File: src/rtl/vedic_mult_pipe.sv
// rtl/vedic_mult_pipe.sv - fully pipelined recursive Vedic (Urdhva-Tiryagbhyam) multiplier
//
// Computes WIDTH x WIDTH -> 2*WIDTH. The product is built as a tree: 2x2 products
// first, then 4x4 from four 2x2 results, and so on up to WIDTH. There is one register
// stage per tree level, so LAT = log2(WIDTH) cycles from accept to out_valid.
//
// Optional feature macro: VEDIC_SIGNED_EN
//   defined   : the op_signed port exists. op_signed=1 treats a and b as two's complement.
//               Stage 0 takes magnitudes, the sign rides down the pipe, and the final
//               stage negates the result.
//   undefined : unsigned only. There is no op_signed port.
//
// Parameters
//   WIDTH      operand width; power of two, 4..32
//   TAG_W      sideband tag width (>=1)
// Ports
//   clk        rising-edge clock
//   rst        synchronous active-high reset; discards everything in flight
//   in_valid   operand pair valid
//   in_ready   pipe can accept this cycle (= ~stall, independent of in_valid)
//   a, b       multiplicand / multiplier
//   in_tag     sideband tag carried with the pair
//   op_signed  two's-complement mode (VEDIC_SIGNED_EN only)
//   out_valid  product valid
//   out_ready  downstream accepts product
//   p          product, 2*WIDTH bits
//   out_tag    tag of the pair that produced p

module vedic_mult_pipe #(
    parameter int WIDTH = 8,
    parameter int TAG_W = 4
) (
    input  logic               clk,
    input  logic               rst,
    input  logic               in_valid,
    output logic               in_ready,
    input  logic [WIDTH-1:0]   a,
    input  logic [WIDTH-1:0]   b,
    input  logic [TAG_W-1:0]   in_tag,
`ifdef VEDIC_SIGNED_EN
    input  logic               op_signed,
`endif
    output logic               out_valid,
    input  logic               out_ready,
    output logic [2*WIDTH-1:0] p,
    output logic [TAG_W-1:0]   out_tag
);

    localparam int LAT = $clog2(WIDTH);

    if (WIDTH < 4 || WIDTH > 32 || (WIDTH & (WIDTH - 1)) != 0) begin : g_bad_width
        $error("vedic_mult_pipe: WIDTH must be a power of two in 4..32");
    end
    if (TAG_W < 1) begin : g_bad_tag
        $error("vedic_mult_pipe: TAG_W must be >= 1");
    end

    // 2x2 Urdhva step: vertical a0b0, crosswise a1b0+a0b1, vertical a1b1 plus carry.
    function automatic logic [3:0] vedic2x2(input logic [1:0] x, input logic [1:0] y);
        logic v0, x1y0, x0y1, c1, v1;
        v0   = x[0] & y[0];
        x1y0 = x[1] & y[0];
        x0y1 = x[0] & y[1];
        c1   = x1y0 & x0y1;
        v1   = x[1] & y[1];
        return {v1 & c1, v1 ^ c1, x1y0 ^ x0y1, v0};
    endfunction

    // Backpressure is a single global stall: all stages hold together while the
    // product at the output is waiting.
    logic stall;
    logic advance;

    assign stall    = out_valid & ~out_ready;
    assign advance  = ~stall;
    assign in_ready = advance;

    // Operand conditioning (stage 0, combinational)
    logic [WIDTH-1:0] a_mag;
    logic [WIDTH-1:0] b_mag;

`ifdef VEDIC_SIGNED_EN
    logic           neg_in;
    logic [LAT-1:1] neg_q;

    // Magnitude of -2^(W-1) is 2^(W-1), which fits as an unsigned WIDTH-bit value.
    assign a_mag  = (op_signed && a[WIDTH-1]) ? -a : a;
    assign b_mag  = (op_signed && b[WIDTH-1]) ? -b : b;
    assign neg_in = op_signed & (a[WIDTH-1] ^ b[WIDTH-1]);

    // The sign is needed only as input to the last stage, so it is piped through
    // stages 1..LAT-1.
    always_ff @(posedge clk) begin
        if (rst) begin
            neg_q <= '0;
        end else if (advance) begin
            neg_q[1] <= neg_in;
            for (int s = 2; s < LAT; s++) begin
                neg_q[s] <= neg_q[s-1];
            end
        end
    end
`else
    assign a_mag = a;
    assign b_mag = b;
`endif

    // Product tree: level k holds D*D sub-products of N-bit chunks (N = 2^k).
    // Sub-product (i,j) is chunk i of a times chunk j of b. It is 2N bits wide and
    // packed at offset (i*D + j)*2N.
    for (genvar k = 1; k <= LAT; k++) begin : g_lvl
        localparam int N  = 1 << k;
        localparam int D  = WIDTH / N;
        localparam int QW = 2 * N * D * D;

        logic [QW-1:0] nxt;
        logic [QW-1:0] q;

        if (k == 1) begin : g_leaf
            for (genvar i = 0; i < D; i++) begin : g_i
                for (genvar j = 0; j < D; j++) begin : g_j
                    assign nxt[(i*D+j)*4 +: 4] = vedic2x2(a_mag[2*i +: 2], b_mag[2*j +: 2]);
                end
            end
        end else begin : g_node
            localparam int H  = N / 2;
            localparam int PD = 2 * D;

            for (genvar i = 0; i < D; i++) begin : g_i
                for (genvar j = 0; j < D; j++) begin : g_j
                    logic [N-1:0]   ll;
                    logic [N-1:0]   lh;
                    logic [N-1:0]   hl;
                    logic [N-1:0]   hh;
                    logic [N:0]     mid;
                    logic [2*N-1:0] sum;

                    // Halves from the previous level. Each is an N-bit product of H-bit chunks.
                    assign ll = g_lvl[k-1].q[((2*i)  *PD + 2*j  )*N +: N];
                    assign lh = g_lvl[k-1].q[((2*i)  *PD + 2*j+1)*N +: N];
                    assign hl = g_lvl[k-1].q[((2*i+1)*PD + 2*j  )*N +: N];
                    assign hh = g_lvl[k-1].q[((2*i+1)*PD + 2*j+1)*N +: N];

                    // The crosswise sum keeps its carry. {hh,ll} places HH<<N and LL directly.
                    assign mid = {1'b0, lh} + {1'b0, hl};
                    assign sum = {hh, ll} + ({{(N-1){1'b0}}, mid} << H);

`ifdef VEDIC_SIGNED_EN
                    if (k == LAT) begin : g_neg
                        assign nxt[(i*D+j)*2*N +: 2*N] = neg_q[LAT-1] ? -sum : sum;
                    end else begin : g_pass
                        assign nxt[(i*D+j)*2*N +: 2*N] = sum;
                    end
`else
                    assign nxt[(i*D+j)*2*N +: 2*N] = sum;
`endif
                end
            end
        end

        // Data registers load even for bubbles. out_valid masks stale contents.
        always_ff @(posedge clk) begin
            if (rst) begin
                q <= '0;
            end else if (advance) begin
                q <= nxt;
            end
        end
    end

    // Valid bits and tags travel with the data.
    logic [LAT:1]     vld_q;
    logic [TAG_W-1:0] tag_q [1:LAT];

    always_ff @(posedge clk) begin
        if (rst) begin
            vld_q <= '0;
            for (int s = 1; s <= LAT; s++) begin
                tag_q[s] <= '0;
            end
        end else if (advance) begin
            vld_q    <= {vld_q[LAT-1:1], in_valid};
            tag_q[1] <= in_tag;
            for (int s = 2; s <= LAT; s++) begin
                tag_q[s] <= tag_q[s-1];
            end
        end
    end

    assign out_valid = vld_q[LAT];
    assign out_tag   = tag_q[LAT];
    assign p         = g_lvl[LAT].q;

endmodule

File: config.mk
export PLATFORM = sky130hd
export DESIGN_NAME = vedic_mult_pipe
export DESIGN_NICKNAME = d
export VERILOG_FILES = /design/src/rtl/vedic_mult_pipe.sv
export SDC_FILE = /design/constraint.sdc
export NUM_CORES = 1
export LEC_CHECK = 0
export BUFFER_PORTS_ARGS = -buffer_cell sky130_fd_sc_hd__buf_2
export CAP_MARGIN = 20
export CORE_ASPECT_RATIO = 1.75
export CORE_MARGIN = 1
export CORE_UTILIZATION = 39
export DETAILED_ROUTE_END_ITERATION = 16
export MAX_ROUTING_LAYER = met4
export PLACE_DENSITY = 0.51
export SLEW_MARGIN = 15
export SYNTH_ARGS = -nofsm -noshare
export SYNTH_HDL_FRONTEND = slang
export SYNTH_SLANG_ARGS = --single-unit
File: constraint.sdc
create_clock -name clk -period 3.6 [get_ports clk]
set_clock_uncertainty 0.1 [all_clocks]
set_input_delay 0.72 -clock clk [delete_from_list [all_inputs] [get_ports clk]]
set_output_delay 0.72 -clock clk [all_outputs]
set_load 0.02 [all_outputs]
# Word-level counts from Yosys, hierarchy flattened
# Memory sizes are Yosys's and may differ from the RTL's.
# Index checks and enable logic that the tools add are counted.
# W data, S select, Z words.
# totals
ff_bits	115
inputBits	24
n_memories	1
out_inout_bits	22
ramBits	12
# op_classes
mux	8
n_addsub	10
bitwise	134
# mem_list
memory	words	width	read_ports	rd_ports_with_merged_regs	wr	line	text
tag_q	3	4	3	0	3	173	logic [TAG_W-1:0] tag_q [1:LAT];
# ops
operator	count
$and A1 B1 Y1	97
$add A8 B7 Y8	4
$xor A1 B1 Y1	32
$add A4 B4 Y5	4
$add A16 B13 Y16	1
$mux W4	3
$add A8 B8 Y9	1
$mux W1	5
$or A1 B1 Y1	3
$not A1 Y1	2

# Logic depth before layout (Yosys ltp)
# Gate-level depths: netlist of the first run.
# depth
depth_word	6
ltp_mapped	14
depth_no_buf	14

# Worst setup path after synthesis of the first run
# OpenSTA, ideal clock, no wires.
# synth_timing
path_type	reg-to-reg
start	reg g_lvl[2].q[8]
end	reg g_lvl[3].q[15] (netlist: p[15])
arrival_ns	2.660
period_less_slack_ns	2.884
slack_ns	0.716
stages_incl_launch_ff	15
path_cell_list	dfxtp_1 > ha_1 > inv_1 > fa_1 > nor2b_1 > o21ai_0 > a21oi_1 > a211oi_1 > nor3_1 > ha_1 > nand2_1 > nor3_1 > a211oi_2 > nor4b_1 > nor3_1
# synth_via
elab_chain_cells	2
# synth_lines
item	line	text
start, declared	117	logic [QW-1:0] q;
start signal, assigned	166	q <= nxt;
$add A8 B8 Y9	145	assign mid = {1'b0, lh} + {1'b0, hl};
$add A16 B13 Y16	146	assign sum = {hh, ll} + ({{(N-1){1'b0}}, mid} << H);
end signal, assigned	166	
end, declared	117	
# No other way between the ends.
# A chain may end at the register's enable or synchronous reset.

# Worst setup path after layout of the first run
# Ends and elaborated chain as after synthesis.

==> results of run 1 <==
[timing repair]
item	in CTS	in global routing
endpoints found under the setup margin	0	1
gates resized for setup	0	1
setup buffers	0	0
[worst max-delay path, stage by stage (launching register included)]
cell      delay, ns
dfxtp_1        0.33
ha_1           0.17
inv_1          0.05
fa_1           0.39
nor2b_1        0.13
o21ai_0        0.11
a21oi_1        0.21
a211oi_1       0.08
nor3_2         0.22
ha_1           0.32
nand2_1        0.17
nor3_1         0.10
a211oi_2       0.33
nor4b_1        0.27
nor3_1         0.07
[cell families (layout without fill, tap and decap cells)]
group | after synthesis | after routing | synth area share [%]
buffers and inverters | 72 | 107 | 4.295
DFF | 127 | 127 | 37.00
AOI/OAI and AO/OA | 182 | 182 | 14.69
xor gates and xnor gates | 31 | 31 | 3.773
muxes | 1 | 1 | 0.1391
adders and majority gates | 97 | 97 | 17.91
and+or+nand+nor | 342 | 342 | 22.19
[per-layer routing]
layer	GRT usage, %	part of all wire (%)
met5	-	0
met2	33.72	52
met4	6.873	2.1
met3	3.302	2.5
met1	21.38	43
[power by group]
part / internal [uW] / total, uW / switching, uW
combinational: 205 / 511 / 306
clock: 1070 / 1740 / 668
sequential: 1510 / 1560 / 49.5
[through the flow]
| step | util [%] | worst slack, ns | hold WS (ns) |
|---|---|---|---|
| 2_1_floorplan | - | 0.7157 | 0.3321 |
| 3_3_place_gp | 41.93 | 0.4448 | 0.3381 |
| 3_5_place_dp | 41.93 | 0.3646 | 0.3448 |
| 4_1_cts | 45.28 | 0.3571 | 0.3530 |
| 5_1_grt | 45.31 | 0.03497 | 0.3688 |
| 6_report | 45.31 | 0.4322 | 0.3479 |
[area by class of cell]
type	count	area (um2)	share of cell area [%]
Sequential cell	127	2663	32.55
Clock inverter	14	153.9	1.881
Tap cell	234	292.8	3.579
Timing Repair Buffer	50	290.3	3.548
Multi-Input combinational cell	653	4234	51.76
Inverter	25	96.34	1.178
Clock buffer	18	450.4	5.506
[flip-flops by register name, indices dropped and copies added, names as in the netlist]
signal	count
vld_q	3
p	16
tag_q	12
g_lvl.q	96
[worst min-delay path by stage]
stage	to	from	cells past startpoint	slack, ns
CTS	p[0]$_SDFFE_PP0N_	p[0]$_SDFFE_PP0N_	2	0.35
global route	g_lvl[2].q[3]$_SDFFE_PP0N_	g_lvl[2].q[3]$_SDFFE_PP0N_	2	0.37
finish	p[0]$_SDFFE_PP0N_	p[0]$_SDFFE_PP0N_	2	0.35
global placement	p[0]$_SDFFE_PP0N_	p[0]$_SDFFE_PP0N_	2	0.34
detailed placement	g_lvl[2].q[3]$_SDFFE_PP0N_	g_lvl[2].q[3]$_SDFFE_PP0N_	2	0.34
floorplan	vld_q[1]$_SDFFE_PP0N_	vld_q[1]$_SDFFE_PP0N_	2	0.33
[synth_stat cells (16+ instances only)]
master,number
nand2_1,196
a21oi_1,118
a21o_1,16
inv_1,23
nand3_1,19
buf_2,16
and2_1,48
clkbuf_1,17
dfxtp_1,115
xnor2_1,28
ha_1,87
nor2_1,21
==> qor.csv, run 1 <==
stage;metric;value;unit
floorplanning;num_rows;65;
logic_synthesis;yosysUniqueCellTypes;47;
clock_tree;path_clk_slew;0.06;ns
clock_tree;cts_tree;yes;
logic_synthesis;syn-mean-instance-area;8.446;um2
layout;syn_to_final_growth;13.68;%
floorplanning;die_y;181.7;um
logic_synthesis;synth_edf_count;12;
global_routing;grt_max_degree;125;
power;power;3809;uW
routing;drt_iter0_markers;280;
logic_synthesis;syn_inst;852;
setup_path;regToRegStartpoint;g_lvl[2].q[8]$_SDFFE_PP0N_;
setup_path;startpoint;g_lvl[2].q[8]$_SDFFE_PP0N_;
routing;wl_per_cell;14.93;um
sta;finalCritPeriodShare;87.99;%
setup_path;critical_path.endpoint;p[15]$_SDFFE_PP0N_;
layout;finalNetCount;995;
setup_path;cp_data_required_time;3.80;ns
floorplanning;ioPinCount;46;
logic_synthesis;synthArstFlopShare;0;%
power;ir_drop;0.2562;mV
logic_synthesis;yosys.area.top_type;dfxtp_1;
logic_synthesis;ys.warnings.count;0;
sta;fin_setup_tns;0;ns
layout;final_cell_mix;nand2_1 (196), a21oi_1 (118), dfxtp_1 (115);
setup_path;r2r-end;p[15]$_SDFFE_PP0N_;
sta;hold_viol;0;
flow_run;maxCapViolCount;0;
sta;fin_crit;3.168;ns
floorplanning;start_util;39.85;%
placement;dp_cells;1089;
layout;stdcell_area;8180;um2
clock_tree;h-tree-depth;4;
sta;setup-violations-final;0;
setup_path;reg2reg_slack;0.43;ns
layout;n_antenna_cell;0;
global_routing;grt_pass1_vias;5627;
routing;avgViaCountPerCell;5.168;
placement;hpwl;11610;um
sta;worstMarginPinSlew;0.7680;ns
hold_path;min_path_type;reg2reg;
global_routing;overflow;0;
floorplanning;die_x;104.7;um
status;status;complete, no violations;
routing;dr.pass1.iters;4;
global_routing;track_usage;19.07;%
routing;drc_errors;0;
clock_tree;cts.sinks;127;
logic_synthesis;ys.flop_type;dfxtp_1;
routing;num_vias;5793;
layout;drive_above_1_share;10.26;%
power;powerDensity;465.7;nW/um2
sta;rsz0062_at_grt;no;
logic_synthesis;syn_nets;973;
setup_path;arrival;3.36;ns
power;p_leak;0.003674;uW
layout;final-instance-count-excl-fill;1121;
placement;place_area;7571;um2
sta;slew_headroom;48.80;%
routing;wl;16740;um
setup_path;critPathKind;reg2reg;
logic_synthesis;synthTopCellsByArea;dfxtp_1 (32%), ha_1 (15%), nand2_1 (10%);
logic_synthesis;yosys.area.top_type_share;31.99;%
logic_synthesis;seq_area_frac_synth;37.00;%
global_routing;antenna_found_initial;0;
routing;antenna_left;0;
setup_path;end_kind;flop;
placement;portBuffers;45;
clock_tree;holdBufCountCts;0;
logic_synthesis;syn_area;7196;um2
global_routing;grt_pass1_wl;27840;um
logic_synthesis;ys_ff_latch;127;
clock_tree;clk_latency;0.42;ns
sta;fmax;315.7;MHz
layout;fillers;1872;
setup_path;start_kind;flop;
clock_tree;clockRootBuffer;clkbuf_16;
floorplanning;core;18050;um2
setup_path;critPathMaxFanout;4;
clock_tree;clockBufferDepth;2;
setup_path;reg2reg_depth;14;
floorplanning;die-area;19020;um2
sta;slew_violations;0;
placement;gp_congestion;0.8670;
clock_tree;cts_buffers;17;
layout;mostFrequentLayoutCell;nand2_1;
Note: power is estimated with default switching activity, not from simulation.
==> inputs of run 2 (changes only) <==
--- a/config.mk
+++ b/config.mk
@@ -11,6 +11,7 @@
 export CORE_MARGIN = 1
 export CORE_UTILIZATION = 39
 export DETAILED_ROUTE_END_ITERATION = 16
+export GPL_TIMING_DRIVEN = 0
 export MAX_ROUTING_LAYER = met4
 export PLACE_DENSITY = 0.51
 export SLEW_MARGIN = 15
==> qor.csv, run 2 (same netlist as run 1, synthesis figures left out) <==
stage;metric;value;unit;change
status;status;complete, no violations;;
floorplanning;num_rows;65;;unchanged
routing;num_vias;5977;;+3.2%
sta;fmax;300.7;MHz;-4.7%
sta;hold_viol;0;;unchanged
flow_run;maxCapViolCount;0;;unchanged
power;powerDensity;455.8;nW/um2;-2.1%
layout;mostFrequentLayoutCell;nand2_1;;
setup_path;end_kind;flop;;
routing;avgViaCountPerCell;5.135;;-0.64%
floorplanning;ioPinCount;46;;unchanged
setup_path;arrival;3.52;ns;+0.16 ns
floorplanning;start_util;39.85;%;unchanged
clock_tree;cts.sinks;127;;unchanged
setup_path;crit_buf_inv;2;;+1
layout;drive_above_1_share;11.29;%;+1.0 points
setup_path;critPathMaxStageDelay;0.40;ns;about the same
placement;portBuffers;45;;unchanged
clock_tree;clockRootBuffer;clkbuf_16;;
setup_path;critPathKind;reg2reg;;
sta;worstMarginPinSlew;0.6795;ns;-0.08847 ns
placement;place_area;7714;um2;+1.9%
sta;setup-violations-final;0;;unchanged
routing;wl_per_cell;16.76;um;+12%
global_routing;grt_pass1_wl;31120;um;+12%
setup_path;crit_slowest_cell;fa_1;;
sta;finalCritPeriodShare;92.37;%;+4.4 points
layout;regMostFlops;g_lvl.q;;
global_routing;track_usage;22.08;%;+3.0 points
clock_tree;holdBufCountCts;0;;unchanged
floorplanning;core;18050;um2;unchanged
placement;dp_cells;1131;;+3.9%
floorplanning;die-area;19020;um2;unchanged
routing;drt_iter0_markers;219;;-22%
setup_path;cp_top_family;simple AND/OR/NAND/NOR gates;;
global_routing;grt_max_degree;17;;-86%
sta;rsz0062_at_grt;no;;
clock_tree;cts_buffers;17;;unchanged
routing;drc_errors;0;;unchanged
layout;finalNetCount;1038;;+4.3%
routing;antenna_left;0;;unchanged
power;p_leak;0.003734;uW;+1.6%
sta;fin_setup_tns;0;ns;unchanged
routing;dr.pass1.iters;4;;unchanged
clock_tree;clockBufferDepth;2;;unchanged
sta;fin_crit;3.325;ns;+0.1577 ns
setup_path;cp_data_required_time;3.80;ns;about the same
clock_tree;cts_tree;yes;;
layout;final_cell_mix;nand2_1 (196), a21oi_1 (118), dfxtp_1 (115);;
global_routing;overflow;0;;unchanged
clock_tree;h-tree-depth;4;;unchanged
power;ir_drop;0.2239;mV;-13%
global_routing;antenna_found_initial;0;;unchanged
floorplanning;die_y;181.7;um;unchanged
setup_path;start_kind;flop;;
layout;stdcell_area;8294;um2;+1.4%
floorplanning;die_x;104.7;um;unchanged
global_routing;grt_pass1_vias;5785;;+2.8%
layout;n_antenna_cell;0;;unchanged
clock_tree;path_clk_slew;0.06;ns;about the same
placement;gp_congestion;0.8335;;-3.9%
sta;slew_violations;0;;unchanged
clock_tree;clk_latency;0.42;ns;about the same
routing;wl;19510;um;+17%
hold_path;min_path_type;reg2reg;;
sta;slew_headroom;54.70;%;+5.9 points
layout;syn_to_final_growth;15.27;%;
power;power;3780;uW;-0.76%
layout;fillers;1882;;+0.53%
placement;hpwl;14440;um;+24%
layout;final_util;45.94;%;+0.63 points
setup_path;worstPathCellList;ha_1, inv_1, fa_1, nor2b_1, o21ai_0, a21oi_1, a211oi_1, nor3_2, ha_1, nand2_1, nor3_1, a211oi_2, buf_4, nor4b_1, nor3_1;;
layout;final-instance-count-excl-fill;1164;;+3.8%
layout;largest_reg_flops;96;;unchanged
setup_path;critPathMaxFanout;4;;unchanged
-- run 2: changes by cell type in the layout (fill, tap and decap cells not counted), sizes merged --
| cell | previous run | this run |
|---|---|---|
| clkinvlp | 3 | 2 |
| inv | 28 | 24 |
| buf | 50 | 76 |
| clkbuf | 18 | 38 |
| clkinv | 6 | 8 |
-- run 2: layout make-up --
type	count	area, um2	share of cell area [%]
multi-input combinational	653	4229	50.99
sequential	127	2663	32.10
clock buffer	21	450.4	5.431
tap	234	292.8	3.530
timing repair buffer	46	232.7	2.806
buffer	47	215.2	2.595
clock inverter	11	117.6	1.418
inverter	25	93.84	1.131
-- run 2: routing by layer --
| metal | GRT usage, % | share of wire (%) | vias to the layer above |
|---|---|---|---|
| met5 | - | 0 | - |
| met4 | 6.141 | 1.1 | 0 |
| met3 | 2.943 | 3.3 | 14 |
| met2 | 40.56 | 55 | 90 |
| met1 | 24.73 | 41 | 2825 |
| li1 | - | - | 3048 |
-- run 2: worst paths after layout --
| check | from | to | slack, ns | cells after the start |
|---|---|---|---|---|
| hold reg to reg | p[0]$_SDFFE_PP0N_ | p[0]$_SDFFE_PP0N_ | 0.35 | 2 |
| hold / removal | p[0]$_SDFFE_PP0N_ | p[0]$_SDFFE_PP0N_ | 0.35 | 2 |
| setup reg to reg | g_lvl[2].q[16]$_SDFFE_PP0N_ | p[15]$_SDFFE_PP0N_ | 0.27 | 15 |
| setup / recovery | g_lvl[2].q[16]$_SDFFE_PP0N_ | p[15]$_SDFFE_PP0N_ | 0.27 | 15 |
-- run 2: tightest hold or removal path: stages (launching register included) --
cell and delay [ns]:
dfxtp_1 0.30, nand2_1 0.05, a21oi_1 0.05
-- run 2: power breakdown --
| group | switching, uW | leakage (uW) | internal [uW] |
|---|---|---|---|
| Clock | 655 | 0.000277 | 1030 |
| Sequential | 51.9 | 0.00108 | 1510 |
| Combinational | 318 | 0.00237 | 212 |
| Total | 1020 | 0.00373 | 2760 |
-- run 2: metrics by stage --
stage	setup WS [ns]	hold slack (ns)
global route	0.04632	0.3743
finish	0.2745	0.3490
global placement	0.1644	0.3371
floorplan	0.7157	0.3321
CTS	0.1223	0.3517
detailed placement	0.1324	0.3438
-- run 2: what timing repair did --
item                       4_1_cts  5_1_grt
buffers inserted                 0        1
gates resized for setup          0        1
setup endpoints to repair        0        2
